`src/rtl/latsnq_ctrl_pkg.sv`:
```
// Shared types and helpers for the latsnq bank writer: FSM state encoding and
// phase counter sizing.
package latsnq_ctrl_pkg;

   typedef enum logic [2:0] {
      ST_IDLE   = 3'd0,
      ST_SETUP  = 3'd1,
      ST_PULSE  = 3'd2,
      ST_PRESET = 3'd3,
      ST_HOLD   = 3'd4
   } state_t;

   // Width needed to hold the longest phase length as a down-count start value.
   function automatic int cnt_width(input int setup_cyc, input int pulse_cyc, input int hold_cyc);
      int m;
      m = setup_cyc;
      if (pulse_cyc > m) m = pulse_cyc;
      if (hold_cyc > m) m = hold_cyc;
      return $clog2(m + 1);
   endfunction

endpackage

```
`src/rtl/latsnq_phase_cnt.sv`:
```
// Loadable phase down-counter with zero flag; load takes effect at the next edge.
// Counts down to zero and parks there; no backpressure, the FSM owns sequencing.
module latsnq_phase_cnt #(
   parameter int CW = 2
) (
   input  logic          clk,
   input  logic          rst,
   input  logic          load,
   input  logic [CW-1:0] load_val,
   output logic          zero
);

   logic [CW-1:0] cnt;

   always_ff @(posedge clk) begin
      if (rst) begin
         cnt <= '0;
      end else if (load) begin
         cnt <= load_val;
      end else if (cnt != '0) begin
         cnt <= cnt - CW'(1);
      end
   end

   assign zero = (cnt == '0);

endmodule

```
`src/rtl/latsnq_bank_writer.sv`:
```
// Sequences D/E/SETN for a latsnq latch bank: setup, pulse and hold phases per request.
// Write occupies SETUP+PULSE+HOLD cycles, preset PULSE+HOLD; IN_READY only while idle.
module latsnq_bank_writer
   import latsnq_ctrl_pkg::*;
#(
   parameter int WIDTH     = 8,
   parameter int SETUP_CYC = 1,
   parameter int PULSE_CYC = 2,
   parameter int HOLD_CYC  = 1
) (
   input  logic             CLK,
   input  logic             RST,
   input  logic             WR_VALID,
   input  logic [WIDTH-1:0] WR_DATA,
   input  logic             PRE_VALID,
   output logic             IN_READY,
   output logic [WIDTH-1:0] D,
   output logic             E,
   output logic             SETN,
   output logic             DONE,
   output logic [WIDTH-1:0] MIRROR
);

   localparam int CW = cnt_width(SETUP_CYC, PULSE_CYC, HOLD_CYC);
   localparam logic [CW-1:0] SETUP_LD = CW'(SETUP_CYC - 1);
   localparam logic [CW-1:0] PULSE_LD = CW'(PULSE_CYC - 1);
   localparam logic [CW-1:0] HOLD_LD  = CW'(HOLD_CYC - 1);

   state_t        state;
   logic          cnt_zero;
   logic          cnt_load;
   logic [CW-1:0] cnt_val;
   logic          pre_acc;
   logic          wr_acc;

   assign IN_READY = (state == ST_IDLE);
   // Preset has priority; a simultaneous write stays pending on its own valid.
   assign pre_acc  = IN_READY && PRE_VALID;
   assign wr_acc   = IN_READY && WR_VALID && !PRE_VALID;

   always_comb begin
      cnt_load = 1'b0;
      cnt_val  = '0;
      case (state)
         ST_IDLE: begin
            if (pre_acc) begin
               cnt_load = 1'b1;
               cnt_val  = PULSE_LD;
            end else if (wr_acc) begin
               cnt_load = 1'b1;
               cnt_val  = SETUP_LD;
            end
         end
         ST_SETUP: begin
            cnt_load = cnt_zero;
            cnt_val  = PULSE_LD;
         end
         ST_PULSE, ST_PRESET: begin
            cnt_load = cnt_zero;
            cnt_val  = HOLD_LD;
         end
         default: begin
            cnt_load = 1'b0;
            cnt_val  = '0;
         end
      endcase
   end

   latsnq_phase_cnt #(
      .CW(CW)
   ) u_phase_cnt (
      .clk      (CLK),
      .rst      (RST),
      .load     (cnt_load),
      .load_val (cnt_val),
      .zero     (cnt_zero)
   );

   always_ff @(posedge CLK) begin
      if (RST) begin
         state  <= ST_IDLE;
         D      <= '0;
         E      <= 1'b0;
         SETN   <= 1'b1;
         DONE   <= 1'b0;
         MIRROR <= '0;
      end else begin
         DONE <= 1'b0;
         case (state)
            ST_IDLE: begin
               if (pre_acc) begin
                  SETN  <= 1'b0;
                  state <= ST_PRESET;
               end else if (wr_acc) begin
                  D     <= WR_DATA;
                  state <= ST_SETUP;
               end
            end
            ST_SETUP: begin
               if (cnt_zero) begin
                  E     <= 1'b1;
                  state <= ST_PULSE;
               end
            end
            ST_PULSE: begin
               if (cnt_zero) begin
                  E      <= 1'b0;
                  MIRROR <= D;
                  state  <= ST_HOLD;
               end
            end
            ST_PRESET: begin
               if (cnt_zero) begin
                  SETN   <= 1'b1;
                  MIRROR <= '1;
                  state  <= ST_HOLD;
               end
            end
            ST_HOLD: begin
               if (cnt_zero) begin
                  DONE  <= 1'b1;
                  state <= ST_IDLE;
               end
            end
            default: begin
               E     <= 1'b0;
               SETN  <= 1'b1;
               state <= ST_IDLE;
            end
         endcase
      end
   end

endmodule

```
`config.mk`:
```
export PLATFORM = sky130hd
export DESIGN_NAME = latsnq_bank_writer
export DESIGN_NICKNAME = d
export VERILOG_FILES = /design/src/rtl/latsnq_ctrl_pkg.sv /design/src/rtl/latsnq_phase_cnt.sv /design/src/rtl/latsnq_bank_writer.sv
export SDC_FILE = /design/constraint.sdc
export NUM_CORES = 1
export LEC_CHECK = 0
export ABC_AREA = 0
export BUFFER_PORTS_ARGS = -buffer_cell sky130_fd_sc_hd__buf_2
export CAP_MARGIN = 20
export CORE_MARGIN = 5
export CORE_UTILIZATION = 50
export DETAILED_ROUTE_END_ITERATION = 16
export PLACE_DENSITY = 0.86
export SKIP_CTS_REPAIR_TIMING = 1
export SYNTH_ARGS = -nofsm -noshare
export SYNTH_HDL_FRONTEND = slang
export SYNTH_HIERARCHICAL = 1
export SYNTH_SLANG_ARGS = --single-unit
```
`constraint.sdc`:
```
create_clock -name CLK -period 2.35 [get_ports CLK]
set_input_delay 0.1175 -clock CLK [delete_from_list [all_inputs] [get_ports CLK]]
set_output_delay 0.1175 -clock CLK [all_outputs]
set_load 0.05 [all_outputs]
```
Word level (Yosys, flattened, before mapping) --
Index checks and enable logic that the tools add are counted.
Operators by class: bitwise operators 4, equality and inequality tests 11, mux-type cells 22, $add $sub $neg 1, reduce and logical (&&, ||, !) cells 19
Operators by type and width (count):
- 2-to-1 mux 8 bit | 2
- case mux 8 bit (2 select lines) | 1
- 2-to-1 mux 3 bit | 5
- case mux 3 bit (4 select lines) | 1
- AND reduction 3 bit | 4
- OR reduction 3 bit | 3
- inequality test 2 bit, second input constant | 4
- 2-to-1 mux 1 bit | 7
- equality test 3 x 2 -> 1 bit, second input constant | 2
- case mux 1 bit (3 select lines) | 2
- nonzero test 2 bit | 3
- 2-to-1 mux 2 bit | 2
- inequality test 2 x 1 -> 1 bit, second input constant | 2
- inverter 1 bit | 4
- case mux 2 bit (2 select lines) | 1
- AND reduction 4 bit | 1
- OR reduction 2 bit | 2
- equality test 3 x 1 -> 1 bit, second input constant | 1
- equality test 3 bit, second input constant | 1
- logical AND 1 bit | 3
- zero test 3 bit | 1
- inequality test 3 x 1 -> 1 bit, second input constant | 1
- zero test 2 bit | 1
- case mux 1 bit (2 select lines) | 1
- other kinds (2) | 2
Word-level totals: bits in registers 24, bits of input ports 12

Depth between registers and ports, before layout --
depth after elaboration 7, gate-level depth with buffers 7, depth with buffers taken out 6

Hierarchy --
The synthesis kept the hierarchy.
Modules (own cells, without submodules):
- latsnq_bank_writer | instances 1, cells each 112, area an instance 965.9 sq um
- latsnq_phase_cnt | instances 1, cells each 12, area an instance 121.4 sq um

Worst setup path after synthesis --
Ideal clock, no wire load.
kind register to register, from register state[2], to register D[0], slack 0.620 ns, arrival time 1.658 ns, buffers on the path 2, library setup time 0.072 ns, stages on the path, launching flop included 6, data required time 2.278 ns, path through dfxtp_1 -> buf_6 -> nor3_2 -> and3b_1 -> buf_6 -> mux2i_1
Between the ends: longest elaborated chain between the ends 4, elaborated cells on any way between the ends 6, classes of those cells 1 x bitwise; 5 x reduce/logical
Ends and longest elaborated chain:
- start: declaration | line latsnq_bank_writer.sv:29 | state_t state;
- start signal: assignment | line latsnq_bank_writer.sv:81 | state <= ST_IDLE;
- start signal: assignment | line latsnq_bank_writer.sv:93 | state <= ST_PRESET;
- start signal: assignment | line latsnq_bank_writer.sv:96 | state <= ST_SETUP;
- zero test 3 bit (*) | line latsnq_bank_writer.sv:36 | assign IN_READY = (state == ST_IDLE);
- net IN_READY | line latsnq_bank_writer.sv:16 | output logic IN_READY,
- logical AND 1 bit (on tied branches) | line latsnq_bank_writer.sv:39, latsnq_bank_writer.sv:38
- logical AND 1 bit or inverter 1 bit (tied branches)
- AND reduction 3 bit (no source line) (*)
- end signal: assignment | line latsnq_bank_writer.sv:82 | D <= '0;
- end signal: assignment | line latsnq_bank_writer.sv:95 | D <= WR_DATA;
- end: declaration | line latsnq_bank_writer.sv:17 | output logic [WIDTH-1:0] D,
The timed path passes the listed nets; every way through them passes the cells marked *. A chain may end at the register's enable or synchronous reset.

Final worst setup path --
from register u_phase_cnt.cnt[0], to register MIRROR[4]
Between the ends: longest elaborated chain between the ends 3, elaborated cells on any way between the ends 4, classes of those cells 2 x eq/ne; 2 x reduce/logical
Ends and longest elaborated chain:
- start: declaration | line latsnq_phase_cnt.sv:13 | logic [CW-1:0] cnt;
- start signal: assignment | line latsnq_phase_cnt.sv:19 | cnt <= load_val;
- start signal: assignment | line latsnq_phase_cnt.sv:21 | cnt <= cnt - CW'(1);
- zero test 2 bit (*) | line latsnq_phase_cnt.sv:25 | assign zero = (cnt == '0);
- net cnt_zero | line latsnq_bank_writer.sv:30 | logic cnt_zero;
- inequality test 2 bit (no source line)
- AND reduction 3 bit (no source line) (*)
- end signal: assignment | line latsnq_bank_writer.sv:86 | MIRROR <= '0;
- end signal: assignment | line latsnq_bank_writer.sv:108 | MIRROR <= D;
- end signal: assignment | line latsnq_bank_writer.sv:115 | MIRROR <= '1;
- end: declaration | line latsnq_bank_writer.sv:21 | output logic [WIDTH-1:0] MIRROR
Marks and branches as above.

==> key figures <==
Run status
  – Status: completed

Pwr
  – Clk pwr share: 10.4%
  – Flop pwr share: 37.5%
  – Pwr Density: 1360 nW/µm²
  – VDD IR max: 0.000599 V
  – Int Power: 838 µW
  – Switch share: 49.8%
  – Leak: 0.000538 µW
  – Comb pwr share: 52.2%
  – Sw power: 831 µW
  – Power, Total: 1670 µW

Min path
  – HP Start: WR_DATA[0]
  – WHS Path Cells: 3
  – Hold WC Path Type: input port to flop
  – Hold Path Sink: D[0]

Placement
  – Dpl cell area: 1200 µm²
  – Inst Count DP: 174
  – Detailed Place HPWL: 1.65 mm
  – PortBufs: 31
  – RePlAce Congestion: 0.876

Layout
  – Synth-to-Final Area Change: 12.9%
  – Share of cells above drive strength 1: 25.3%
  – Antenna diodes: 0
  – Leading cell type in the layout, fill and taps excluded: buf_2
  – Final instance area: 1230 µm²
  – Nets: 165
  – Most frequent cells in the layout: 31 x buf_2, 24 x dfxtp_1, 19 x nor2_1, 19 x nand2_1
  – Fin cells: 177

Setup path
  – Critical path required time: 2.58 ns
  – Crit path launch type: flop
  – Reg2reg setup slack: 0.66 ns
  – Endpoint class of the critical path: flop
  – Worst path arrival time: 1.92 ns
  – R2R Path Start: u_phase_cnt/cnt[0]
  – Crit Path Category: flop to flop
  – Worst r2r path cells: 5
  – Critical Path Fanout Max: 17
  – FF-to-FF End: MIRROR[4]

Clock network
  – TritonCTS clock tree: done
  – CTS Buf Count: 3
  – Clock-pin slew on the worst setup and hold paths: 0.12 ns
  – H-tree levels: 1
  – CTS max path bufs: 2
  – Clock Root Buffer: clkbuf_4
  – Clock Latency Late Sink: 0.31 ns
  – CTS sink count: 24

Timing
  – Final Max Slew Viols: 0
  – Endpoints failing setup: 0
  – Skew final: 0.00325 ns
  – Tmin final: 1.69 ns
  – RSZ-0062 raised after global routing: false
  – Period utilisation layout: 71.9%
  – Setup TNS: 0 ns
  – Slew @ Worst Pin: 0.579 ns
  – Max Freq: 592 MHz
  – Rel. slew slack: 61.4%
  – Hold Fails Final Rpt: 0

Drt
  – 1st-pass router iterations: 4
  – DR WL/cell: 11.9 µm
  – Iter 0 DRT Violations: 13
  – Via count: 914
  – Drt drc: 0
  – Drt total wl: 2.10 mm
  – Vias per inst: 5.16
  – ANT nets after route: 0

Global route
  – Largest net degree at the start of global routing: 21
  – Antenna violations before repair: 0
  – Global-route usage over all layers: 15.1%
  – Vias in the first global route: 879
  – First-pass GRT wire length: 3.82 mm
  – Grt ovf: 0

Logic synthesis
  – Avg Inst Size Synth: 8.77 µm²
  – Synthesized instance count: 124
  – Register area share after synthesis: 44.2%
  – Ys Warns: 6
  – Post-Syn Nets: 137
  – Mapped Area: 1090 µm²
  – Distinct cells, synth: 32
  – Seq cells post-synth: 24

Floorplan
  – Die width: 56.6 µm
  – Die Span Y: 56.6 µm
  – Core Area: 2020 µm²
  – I/O Pins: 32
  – Full die area: 3210 µm²
  – Starting Density: 53.8%
  – Rows: 16

Run
  – Max_cap viols: 0
==> power groups by stage <==
stage / Sequential (µW) / Combinational (µW) / Clock (µW)
after floorplan: 863 / 498 / 0
after global placement: 629 / 849 / 0
after detailed placement: 634 / 876 / 0
after CTS: 625 / 877 / 184
after global routing: 644 / 956 / 195
final: 625 / 871 / 173
==> critical path: stages, from the launching register on <==
cell,delay [ns]
dfxtp_1,0.34
inv_1,0.06
ha_1,0.32
and3b_1,0.59
nor2_1,0.08
a211oi_1,0.22
==> logic make-up (layout without fill, tap and decap cells) <==
| kind of cell | Yosys count | in the layout | share of synthesized area, % |
|---|---|---|---|
| compound gates | 23 | 23 | 15.9 |
| xor+xnor | 1 | 1 | 0.806 |
| fa+ha+maj | 1 | 1 | 1.15 |
| buf+inv | 15 | 41 | 8.98 |
| flops | 24 | 24 | 44.2 |
| mux | 8 | 8 | 7.37 |
| other cells | 1 | 1 | 0.345 |
| simple gates | 51 | 51 | 21.3 |
==> how the worst max path moves through the flow <==
stage / startpoint / endpoint / slack (ns) / cells past startpoint
after floorplan: state[2] / D[0] / 0.62 / 5
after detailed placement: u_phase_cnt/cnt[0] / MIRROR[0] / 0.68 / 5
final: u_phase_cnt/cnt[0] / MIRROR[4] / 0.66 / 5
after global placement: u_phase_cnt/cnt[0] / MIRROR[2] / 0.79 / 5
after global routing: u_phase_cnt/cnt[0] / MIRROR[4] / 0.45 / 5
after CTS: u_phase_cnt/cnt[0] / MIRROR[0] / 0.67 / 5
==> sequential cells by signal (all words and copies together), names as in the netlist <==
name             count
state                3
SETN                 1
u_phase_cnt/cnt      2
D                    8
MIRROR               8
E                    1
DONE                 1
==> cells in the mapped netlist, drive strengths merged <==
cell type | number | area [µm²]
o31ai | 2 | 15.0
conb | 1 | 3.75
o21ai | 3 | 15.0
mux2i | 8 | 80.1
nand2b | 1 | 6.26
nand2 | 19 | 71.3
a21oi | 1 | 5.00
and3b | 2 | 17.5
nand3b | 2 | 15.0
a31oi | 3 | 18.8
dfxtp | 24 | 480
buf | 6 | 63.8
clkbuf | 2 | 7.51
nor3 | 3 | 20.0
a21boi | 2 | 15.0
o21a | 1 | 7.51
xor2 | 1 | 8.76
and2b | 1 | 7.51
nand3 | 2 | 10.0
nor2b | 1 | 6.26
inv | 6 | 22.5
o41ai | 1 | 16.3
o211ai | 1 | 7.51
nor2 | 20 | 77.6
ha | 1 | 12.5
clkinv | 1 | 3.75
a211oi | 9 | 72.6
==> cell type report <==
cell class,instances,area (µm²)
repair buffers,31,155
fillers,191,795
multi-input cells,85,509
inverters,7,26.3
clock buffers,3,22.5
well taps,27,33.8
flip-flops and latches,24,480
==> routing by layer <==
| metal | routed length [µm] | track usage (%) | vias up | part of all wire [%] |
|---|---|---|---|---|
| met2 | 948 | 24.9 | 19 | 45 |
| met3 | 108 | 2.98 | 5 | 5.1 |
| met1 | 982 | 17.8 | 415 | 47 |
| met5 | 0 | 0 | - | 0 |
| li1 | - | - | 475 | - |
| met4 | 63 | 9.15 | 0 | 3.0 |
==> metrics by stage <==
stage / util [%] / hold slack [ns] / setup slack, ns
CTS: 60.7 / 0.0245 / 0.669
floorplan: - / 0.190 / 0.620
global route: 60.7 / 0.0131 / 0.454
global placement: 59.6 / 0.363 / 0.792
finish: 60.7 / 0.0358 / 0.661
detailed placement: 59.6 / 0.376 / 0.684
Power figures use the tool's default switching activity.
